<file path="src/rtl/gate_seq_pkg.sv">
// Package for the gate truth-table sequencer.
// Holds the state codes, function codes, record layout and the golden gate
// model shared by the sequencer, its vector generator and the optional checker.
package gate_seq_pkg;

  // FSM state codes
  localparam logic [2:0] ST_IDLE   = 3'd0;
  localparam logic [2:0] ST_DRIVE  = 3'd1;
  localparam logic [2:0] ST_SETTLE = 3'd2;
  localparam logic [2:0] ST_OUT    = 3'd3;
  localparam logic [2:0] ST_DONE   = 3'd4;

  // Function codes of the gate unit
  localparam logic [1:0] FN_BUF  = 2'd0;
  localparam logic [1:0] FN_NAND = 2'd1;
  localparam logic [1:0] FN_XNOR = 2'd2;

  localparam int REC_W    = 5;
  localparam int NUM_VECS = 10;

  // One streamed record: function, operands and the sampled output bit
  typedef struct packed {
    logic [1:0] sel;
    logic       a;
    logic       b;
    logic       out_bit;
  } rec_t;

  // Select the output of the function under test from {xnor,nand,buf}
  function automatic logic pick_out(input logic [2:0] outs, input logic [1:0] sel);
    case (sel)
      FN_BUF:  return outs[0];
      FN_NAND: return outs[1];
      FN_XNOR: return outs[2];
      default: return 1'b0;
    endcase
  endfunction

  // Expected output of an ideal gate unit
  function automatic logic golden(input logic [1:0] sel, input logic a, input logic b);
    case (sel)
      FN_BUF:  return a;
      FN_NAND: return ~(a & b);
      FN_XNOR: return ~(a ^ b);
      default: return 1'b0;
    endcase
  endfunction

endpackage

</file>
<file path="src/rtl/gate_tt_sequencer_if.sv">
// Bus between the sequencer and the gate unit / record consumer.
// Carries the gate stimulus/response pair and the valid/ready record stream.
interface gate_tt_sequencer_if;
  import gate_seq_pkg::*;

  logic             rec_valid;
  logic             rec_ready;
  logic [REC_W-1:0] rec_data;
  logic [1:0]       gate_sel;
  logic             gate_a;
  logic             gate_b;
  logic [2:0]       gate_out;

  modport master (
    output rec_valid, rec_data, gate_sel, gate_a, gate_b,
    input  rec_ready, gate_out
  );

  modport slave (
    input  rec_valid, rec_data, gate_sel, gate_a, gate_b,
    output rec_ready, gate_out
  );

endinterface

</file>
<file path="src/rtl/gate_seq_vec_gen.sv">
// Vector generator for the gate sweep.
// Walks BUF a=0,1 (b held 0), then every further function through
// (a,b)=00,01,10,11. Registered outputs drive the gate unit directly, so a
// cleared generator presents all-zero stimulus.
module gate_seq_vec_gen
  import gate_seq_pkg::*;
#(
  parameter int NUM_FUNCS = 3
) (
  input  logic       clk,
  input  logic       rst_n,
  input  logic       clr,
  input  logic       adv,
  output logic [1:0] sel,
  output logic       a,
  output logic       b,
  output logic       last
);

  localparam logic [1:0] LAST_SEL = 2'(NUM_FUNCS - 1);

  // Step to the next vector, rolling to the next function after its final vector
  always_ff @(posedge clk or negedge rst_n) begin
    if (!rst_n) begin
      sel <= FN_BUF;
      a   <= 1'b0;
      b   <= 1'b0;
    end else if (clr) begin
      sel <= FN_BUF;
      a   <= 1'b0;
      b   <= 1'b0;
    end else if (adv) begin
      if (sel == FN_BUF) begin
        if (!a) begin
          a <= 1'b1;
        end else begin
          sel <= FN_NAND;
          a   <= 1'b0;
          b   <= 1'b0;
        end
      end else if (a && b) begin
        sel <= sel + 2'd1;
        a   <= 1'b0;
        b   <= 1'b0;
      end else begin
        {a, b} <= {a, b} + 2'd1;
      end
    end
  end

  // Final vector of the last function in the sweep
  always_comb begin
    last = 1'b0;
    if (sel == LAST_SEL) begin
      last = (sel == FN_BUF) ? a : (a & b);
    end
  end

endmodule

</file>
<file path="src/rtl/gate_tt_sequencer.sv">
// Truth-table sequencer for the BUF/NAND/XNOR gate unit.
// Drives each vector, waits SETTLE_CYC cycles, samples the selected output
// and streams one record per vector over a valid/ready port.
// Optional self-check against the golden table: define GATE_SEQ_CHECK_EN.
module gate_tt_sequencer
  import gate_seq_pkg::*;
#(
  parameter int SETTLE_CYC = 2,
  parameter int NUM_FUNCS  = 3
) (
  input  logic       clk,
  input  logic       rst_n,
  input  logic       start,
  input  logic       abort,
  output logic       busy,
  output logic       done,
`ifdef GATE_SEQ_CHECK_EN
  output logic [3:0] err_cnt,
  output logic       pass,
`endif
  gate_tt_sequencer_if.master bus
);

  localparam int CW = (SETTLE_CYC < 2) ? 1 : $clog2(SETTLE_CYC);
  localparam logic [CW-1:0] SETTLE_LAST = CW'(SETTLE_CYC - 1);

  logic [2:0]    state;
  logic [CW-1:0] settle_cnt;
  logic          start_ok;
  logic          abort_now;
  logic          settle_end;
  logic          hs;
  logic          vec_last;
  logic          vec_clr;
  logic          vec_adv;
  logic          out_bit;
  rec_t          rec_next;

  assign start_ok   = (state == ST_IDLE) && start && !abort;
  assign abort_now  = (state != ST_IDLE) && abort;
  assign settle_end = (state == ST_SETTLE) && (settle_cnt == SETTLE_LAST);
  assign hs         = (state == ST_OUT) && bus.rec_valid && bus.rec_ready;

  // Leaving a sweep (abort or final handshake) parks the generator on all-zero stimulus
  assign vec_clr = start_ok || abort_now || (hs && vec_last);
  assign vec_adv = hs && !vec_last && !abort;

  gate_seq_vec_gen #(
    .NUM_FUNCS(NUM_FUNCS)
  ) u_vec_gen (
    .clk  (clk),
    .rst_n(rst_n),
    .clr  (vec_clr),
    .adv  (vec_adv),
    .sel  (bus.gate_sel),
    .a    (bus.gate_a),
    .b    (bus.gate_b),
    .last (vec_last)
  );

  // Assemble the record from the settled stimulus and the selected gate output
  always_comb begin
    out_bit          = pick_out(bus.gate_out, bus.gate_sel);
    rec_next         = '0;
    rec_next.sel     = bus.gate_sel;
    rec_next.a       = bus.gate_a;
    rec_next.b       = bus.gate_b;
    rec_next.out_bit = out_bit;
  end

  // Sweep control: drive, settle, hand off record, repeat until the last vector
  always_ff @(posedge clk or negedge rst_n) begin
    if (!rst_n) begin
      state      <= ST_IDLE;
      busy       <= 1'b0;
      done       <= 1'b0;
      settle_cnt <= '0;
    end else begin
      done <= 1'b0;
      if (abort_now) begin
        state      <= ST_IDLE;
        busy       <= 1'b0;
        settle_cnt <= '0;
      end else begin
        case (state)
          ST_IDLE: begin
            if (start_ok) begin
              state <= ST_DRIVE;
              busy  <= 1'b1;
            end
          end
          ST_DRIVE: begin
            state      <= ST_SETTLE;
            settle_cnt <= '0;
          end
          ST_SETTLE: begin
            if (settle_end) begin
              state <= ST_OUT;
            end else begin
              settle_cnt <= settle_cnt + 1'b1;
            end
          end
          ST_OUT: begin
            if (hs) begin
              if (vec_last) begin
                state <= ST_DONE;
                done  <= 1'b1;
                busy  <= 1'b0;
              end else begin
                state <= ST_DRIVE;
              end
            end
          end
          ST_DONE: begin
            state <= ST_IDLE;
          end
          default: begin
            state <= ST_IDLE;
            busy  <= 1'b0;
          end
        endcase
      end
    end
  end

  // Record register: captured on OUT entry, held until the consumer takes it
  always_ff @(posedge clk or negedge rst_n) begin
    if (!rst_n) begin
      bus.rec_valid <= 1'b0;
      bus.rec_data  <= '0;
    end else if (abort_now) begin
      bus.rec_valid <= 1'b0;
      bus.rec_data  <= '0;
    end else if (settle_end) begin
      bus.rec_valid <= 1'b1;
      bus.rec_data  <= rec_next;
    end else if (hs) begin
      bus.rec_valid <= 1'b0;
    end
  end

`ifdef GATE_SEQ_CHECK_EN
  // Count mismatches against the golden table, saturating so the count never wraps to zero
  always_ff @(posedge clk or negedge rst_n) begin
    if (!rst_n) begin
      err_cnt <= 4'd0;
    end else if (start_ok) begin
      err_cnt <= 4'd0;
    end else if (settle_end && !abort_now &&
                 (out_bit != golden(bus.gate_sel, bus.gate_a, bus.gate_b)) &&
                 (err_cnt != 4'hF)) begin
      err_cnt <= err_cnt + 4'd1;
    end
  end

  assign pass = (err_cnt == 4'd0);
`endif

endmodule

</file>
<file path="src/flat_wrapper.sv">
// flat-port wrapper written by rule: the top's interface ports become plain ports
module gate_tt_sequencer_flat import gate_seq_pkg::*;
#(
  parameter int SETTLE_CYC = 2,
  parameter int NUM_FUNCS  = 3
)
  (clk, rst_n, start, abort, busy, done, bus_rec_valid, bus_rec_data, bus_gate_sel, bus_gate_a, bus_gate_b, bus_rec_ready, bus_gate_out);
  gate_tt_sequencer_if bus_i ();
  input  logic clk;
  input  logic rst_n;
  input  logic start;
  input  logic abort;
  output logic busy;
  output logic done;
  output wire logic [$bits(bus_i.rec_valid)-1:0] bus_rec_valid;
  output wire logic [$bits(bus_i.rec_data)-1:0] bus_rec_data;
  output wire logic [$bits(bus_i.gate_sel)-1:0] bus_gate_sel;
  output wire logic [$bits(bus_i.gate_a)-1:0] bus_gate_a;
  output wire logic [$bits(bus_i.gate_b)-1:0] bus_gate_b;
  input wire logic [$bits(bus_i.rec_ready)-1:0] bus_rec_ready;
  input wire logic [$bits(bus_i.gate_out)-1:0] bus_gate_out;
  assign bus_rec_valid = bus_i.rec_valid;
  assign bus_rec_data = bus_i.rec_data;
  assign bus_gate_sel = bus_i.gate_sel;
  assign bus_gate_a = bus_i.gate_a;
  assign bus_gate_b = bus_i.gate_b;
  assign bus_i.rec_ready = bus_rec_ready;
  assign bus_i.gate_out = bus_gate_out;
  gate_tt_sequencer #(.SETTLE_CYC(SETTLE_CYC), .NUM_FUNCS(NUM_FUNCS)) u_core (.clk(clk), .rst_n(rst_n), .start(start), .abort(abort), .busy(busy), .done(done), .bus(bus_i));
endmodule
</file>
<file path="config.mk">
export PLATFORM = sky130hd
export DESIGN_NAME = gate_tt_sequencer_flat
export DESIGN_NICKNAME = d
export VERILOG_FILES = /design/src/rtl/gate_seq_pkg.sv /design/src/rtl/gate_tt_sequencer_if.sv /design/src/rtl/gate_seq_vec_gen.sv /design/src/rtl/gate_tt_sequencer.sv /design/src/flat_wrapper.sv
export SDC_FILE = /design/constraint.sdc
export NUM_CORES = 1
export LEC_CHECK = 0
export CAP_MARGIN = 40
export CORE_MARGIN = 1
export CORE_UTILIZATION = 28
export CTS_CLUSTER_SIZE = 20
export DETAILED_ROUTE_END_ITERATION = 7
export HOLD_SLACK_MARGIN = 0.15
export PLACE_DENSITY_LB_ADDON = 0.08
export SLEW_MARGIN = 0
export SYNTH_ARGS = -nofsm -noshare
export SYNTH_HDL_FRONTEND = slang
export SYNTH_HIERARCHICAL = 1
export SYNTH_SLANG_ARGS = --single-unit
</file>
<file path="constraint.sdc">
create_clock -name clk -period 3.1 [get_ports clk]
set_input_delay 0.93 -clock clk [delete_from_list [all_inputs] [get_ports clk]]
set_output_delay 0.93 -clock clk [all_outputs]
set_load 0.05 [all_outputs]
</file>
==> metrics.md <==
| Metric | Value |
|---|---|
| Post-synth top cells | dfrtp_1, o21ai_0, nand2_1, nor2_1, o21ai_1 |
| Min cycle time layout | 2.68 ns |
| Arr. time, crit path | just under 3 ns |
| Via-to-Cell Ratio | 4.91 |
| Adder-Cell Fraction of Synth Area | 0.0398 |
| Share of the synthesized area in the top cell type | 0.425 |
| Share of layout cells above drive strength 1 | 0.0756 |
| Finish-stage setup viols | 0 |
| Area leader, netlist | dfrtp_1 |
| Clock latency on the worst-skew pair | around 0.27 ns |
| Worst-path fanout max | 6 |
| H-Tree Depth | 1 |
| Leak pwr | 0.000437 uW |
| Syn nets | about 110 |
| ANT nets after route | 0 |
| Ys flop type | dfrtp_1 |
| Tot Pwr | 649 uW |
| Cells after Synth | 102 |
| Wire per inst | ~13 um |
| Crit path kind | flip-flop to flip-flop |
| WHS | 0.529 ns |
| Peak supply drop | 211 uV |
| Gpl congestion | 0.764 |
| Largest cells by area after synthesis | dfrtp_1, o21ai_0, a22oi_1 |
| Power Density | 554 nW/um^2 |
| CP Data Required Time | 3.30 ns |
| Die H | between 60 and 70 um |
| Vias in the first global route | slightly above 700 |
| HPWL Detailed | 1510 um |
| Fin crit share | 0.866 |
| Remaining DRCs | 0 |
| Most numerous cell in the Yosys netlist | dfrtp_1 |
| Worst flop-to-flop path endpoint | u_core/u_vec_gen/b |
| Compound-cell area share of the yosys netlist | 0.199 |
| Die area | 3600 sq um |
| Netlist area before placement | 942 sq um |
| Hold Path End | u_core/bus.rec_data[3] |
| Post-synth EDFFs | 0 |
| Largest net degree at the start of global routing | 17 |
| WHS Path Cells | 2 |
| Worst r2r src | u_core/u_vec_gen/sel[0] |
| CTS tree | done |
| GR Util All Layers | 0.130 |
| Violation count after the first detailed-route iteration | 37 |
| GRT overflow | 0 |
| Initial Util | 0.301 |
| Peak Freq | 373 MHz |
| Final nets | 132 |
| Hold path start | u_core/bus.rec_data[3] |
| Row cnt | 20 |
| Worst slew pin tran | approximately 0.75 ns |
| DR WL met3 | 75 um |
| Warning count from the yosys run | 6 |
| DR top layer | met4 |
| Area delta synth->final | 24.2% |
| Syn_area_per_cell | 9.24 sq um |
| Synth unique cells | 30 |
| Max cap viols | 0 |
| Total number of vias | between 800 and 900 |
| Unrepaired setup endpoints after global routing | no |
| CTS resizes | 0 |
| Worst-path clk slew | approximately 0.09 ns |
| Synth Area in Simple Gates | 0.238 |
| Reg2Reg Setup Slack | 0.42 ns |
| FFs w/ async S/R, synth | 1.00 |
| Largest family of logic cells by synthesized area | simple AND/OR/NAND/NOR gates |
| Fill cells | about 310 |
| Post-CTS Setup Inserts | 0 |
| Diodes inserted | 0 |
| Core ar. | 3130 sq um |
| Final Slew Violations | 0 |
| Clock Path Buffers | 2 |
| TritonCTS buffer count | 3 |
| Setup_tns | 0 ns |
| Flops & latches, synth | 16 |
| Min-delay worst type | flip-flop to flip-flop |
| Initial antenna violation count | 0 |
| Status | finished clean |
| Crit end category | flip-flop |
| Root Driver | clkbuf_4 |
| Drt total wl | 2140 um |
| Pre-Repair DR Iteration Count | 4 |
| Post-synthesis xor/xnor area fraction | 0 |
| First-pass GRT wire length | 3450 um |
| CP Launch Type | flip-flop |
| Worst r2r path cells | 8 |
| Final hold vios | 0 |
| Post-Route M1 WL | around 1100 um |
| Post-synthesis mux area share | 0.0319 |
| Port bufs | 19 |
| Sequential element share of the synthesized area | 0.425 |
| CTS Hold Buffers Added | 0 |
| Overall die width | 60.0 um |
| Met2 WL | 935 um |
| Clk_skew | 0.00151 ns |
| CTS sink cnt | 16 |
| Ports | 20 |
| Max_slew headroom | 0.498 |
-- logic make-up after synthesis --
family | after synthesis
buffers and inverters | 10
AO/OA/AOI/OAI | 31
flip-flops | 16
multiplexers | 3
adder cells (fa/ha/maj) | 3
AND/OR/NAND/NOR | 39
-- worst max path at each step --
stage                       startpoint            endpoint  slack, ns  cells past startpoint
2_1_floorplan  u_core/u_vec_gen/sel[0]  u_core/u_vec_gen/b       0.44                      8
3_3_place_gp             bus_rec_ready  u_core/u_vec_gen/b       0.24                      7
3_5_place_dp             bus_rec_ready  u_core/u_vec_gen/b       0.19                      7
4_1_cts        u_core/u_vec_gen/sel[0]  u_core/u_vec_gen/b       0.43                      8
5_1_grt        u_core/u_vec_gen/sel[0]  u_core/u_vec_gen/b       0.18                      8
6_report       u_core/u_vec_gen/sel[0]  u_core/u_vec_gen/b       0.42                      8
-- report_power, final --
group	switching, uW	leakage, uW	internal, uW
clock	60.3	0.0000138	45.0
sequential	39.3	0.000213	243
combinational	165	0.000210	96.4
total	264	0.000437	384
-- layout by cell type, fill, tap and decap left out, drive strengths merged --
cell and count:
mux2i 3, clkdlybuf4s50 19, inv 4, o31a 1
clkbuf 3, dfrtp 16, nand3 1, nor4 3
ha 3, nand2b 2, buf 1, a31oi 1
nand3b 3, nor2b 6, nor4b 3, o311ai 1
nor2 7, a22oi 5, and2 1, or2 1
or4 1, nand2 7, a21oi 6, o21ai 17
nor3b 1, nor3 3
-- flip-flops by register name, indices dropped and copies added (netlist names) --
| register | cells |
|---|---|
| u_core/bus.rec_data | 5 |
| u_core/bus.rec_valid | 1 |
| u_core/busy | 1 |
| u_core/done | 1 |
| u_core/settle_cnt | 1 |
| u_core/state | 3 |
| u_core/u_vec_gen/a | 1 |
| u_core/u_vec_gen/b | 1 |
| u_core/u_vec_gen/sel | 2 |
-- metal layers --
| layer | GRT usage | vias to the layer above |
|---|---|---|
| met2 | 0.186 | 11 |
| met4 | 0.0299 | 0 |
| li1 | - | 406 |
| met1 | 0.191 | 382 |
| met3 | 0.0390 | 2 |
| met5 | 0 | - |
-- final cells by class --
type / count / area (sq um) / area share
Sequential cell: 16 / 400 / 0.342
Inverter: 4 / 15.0 / 0.0128
Tap cell: 44 / 55.1 / 0.0471
Timing Repair Buffer: 20 / 198 / 0.169
Clock buffer: 3 / 22.5 / 0.0193
Multi-Input combinational cell: 76 / 479 / 0.410
-- per-stage QoR --
stage	instance area, sq um	setup slack (ns)	util	instances
finish	1170	0.416	0.374	163
global route	1170	0.176	0.374	163
detailed placement	1150	0.188	0.367	160
CTS	1170	0.431	0.374	163
global placement	1150	0.242	0.367	160
floorplan	942	0.442	-	102
-- critical path, stage by stage, from the launching register on --
cell and delay, ns:
dfrtp_1 0.44, inv_1 0.14, ha_1 0.27, mux2i_1 0.38
nor2b_1 0.16, nor4b_2 0.43, inv_2 0.11, or4_1 0.52
a21oi_1 0.15
(Power assumes the default switching activity.)
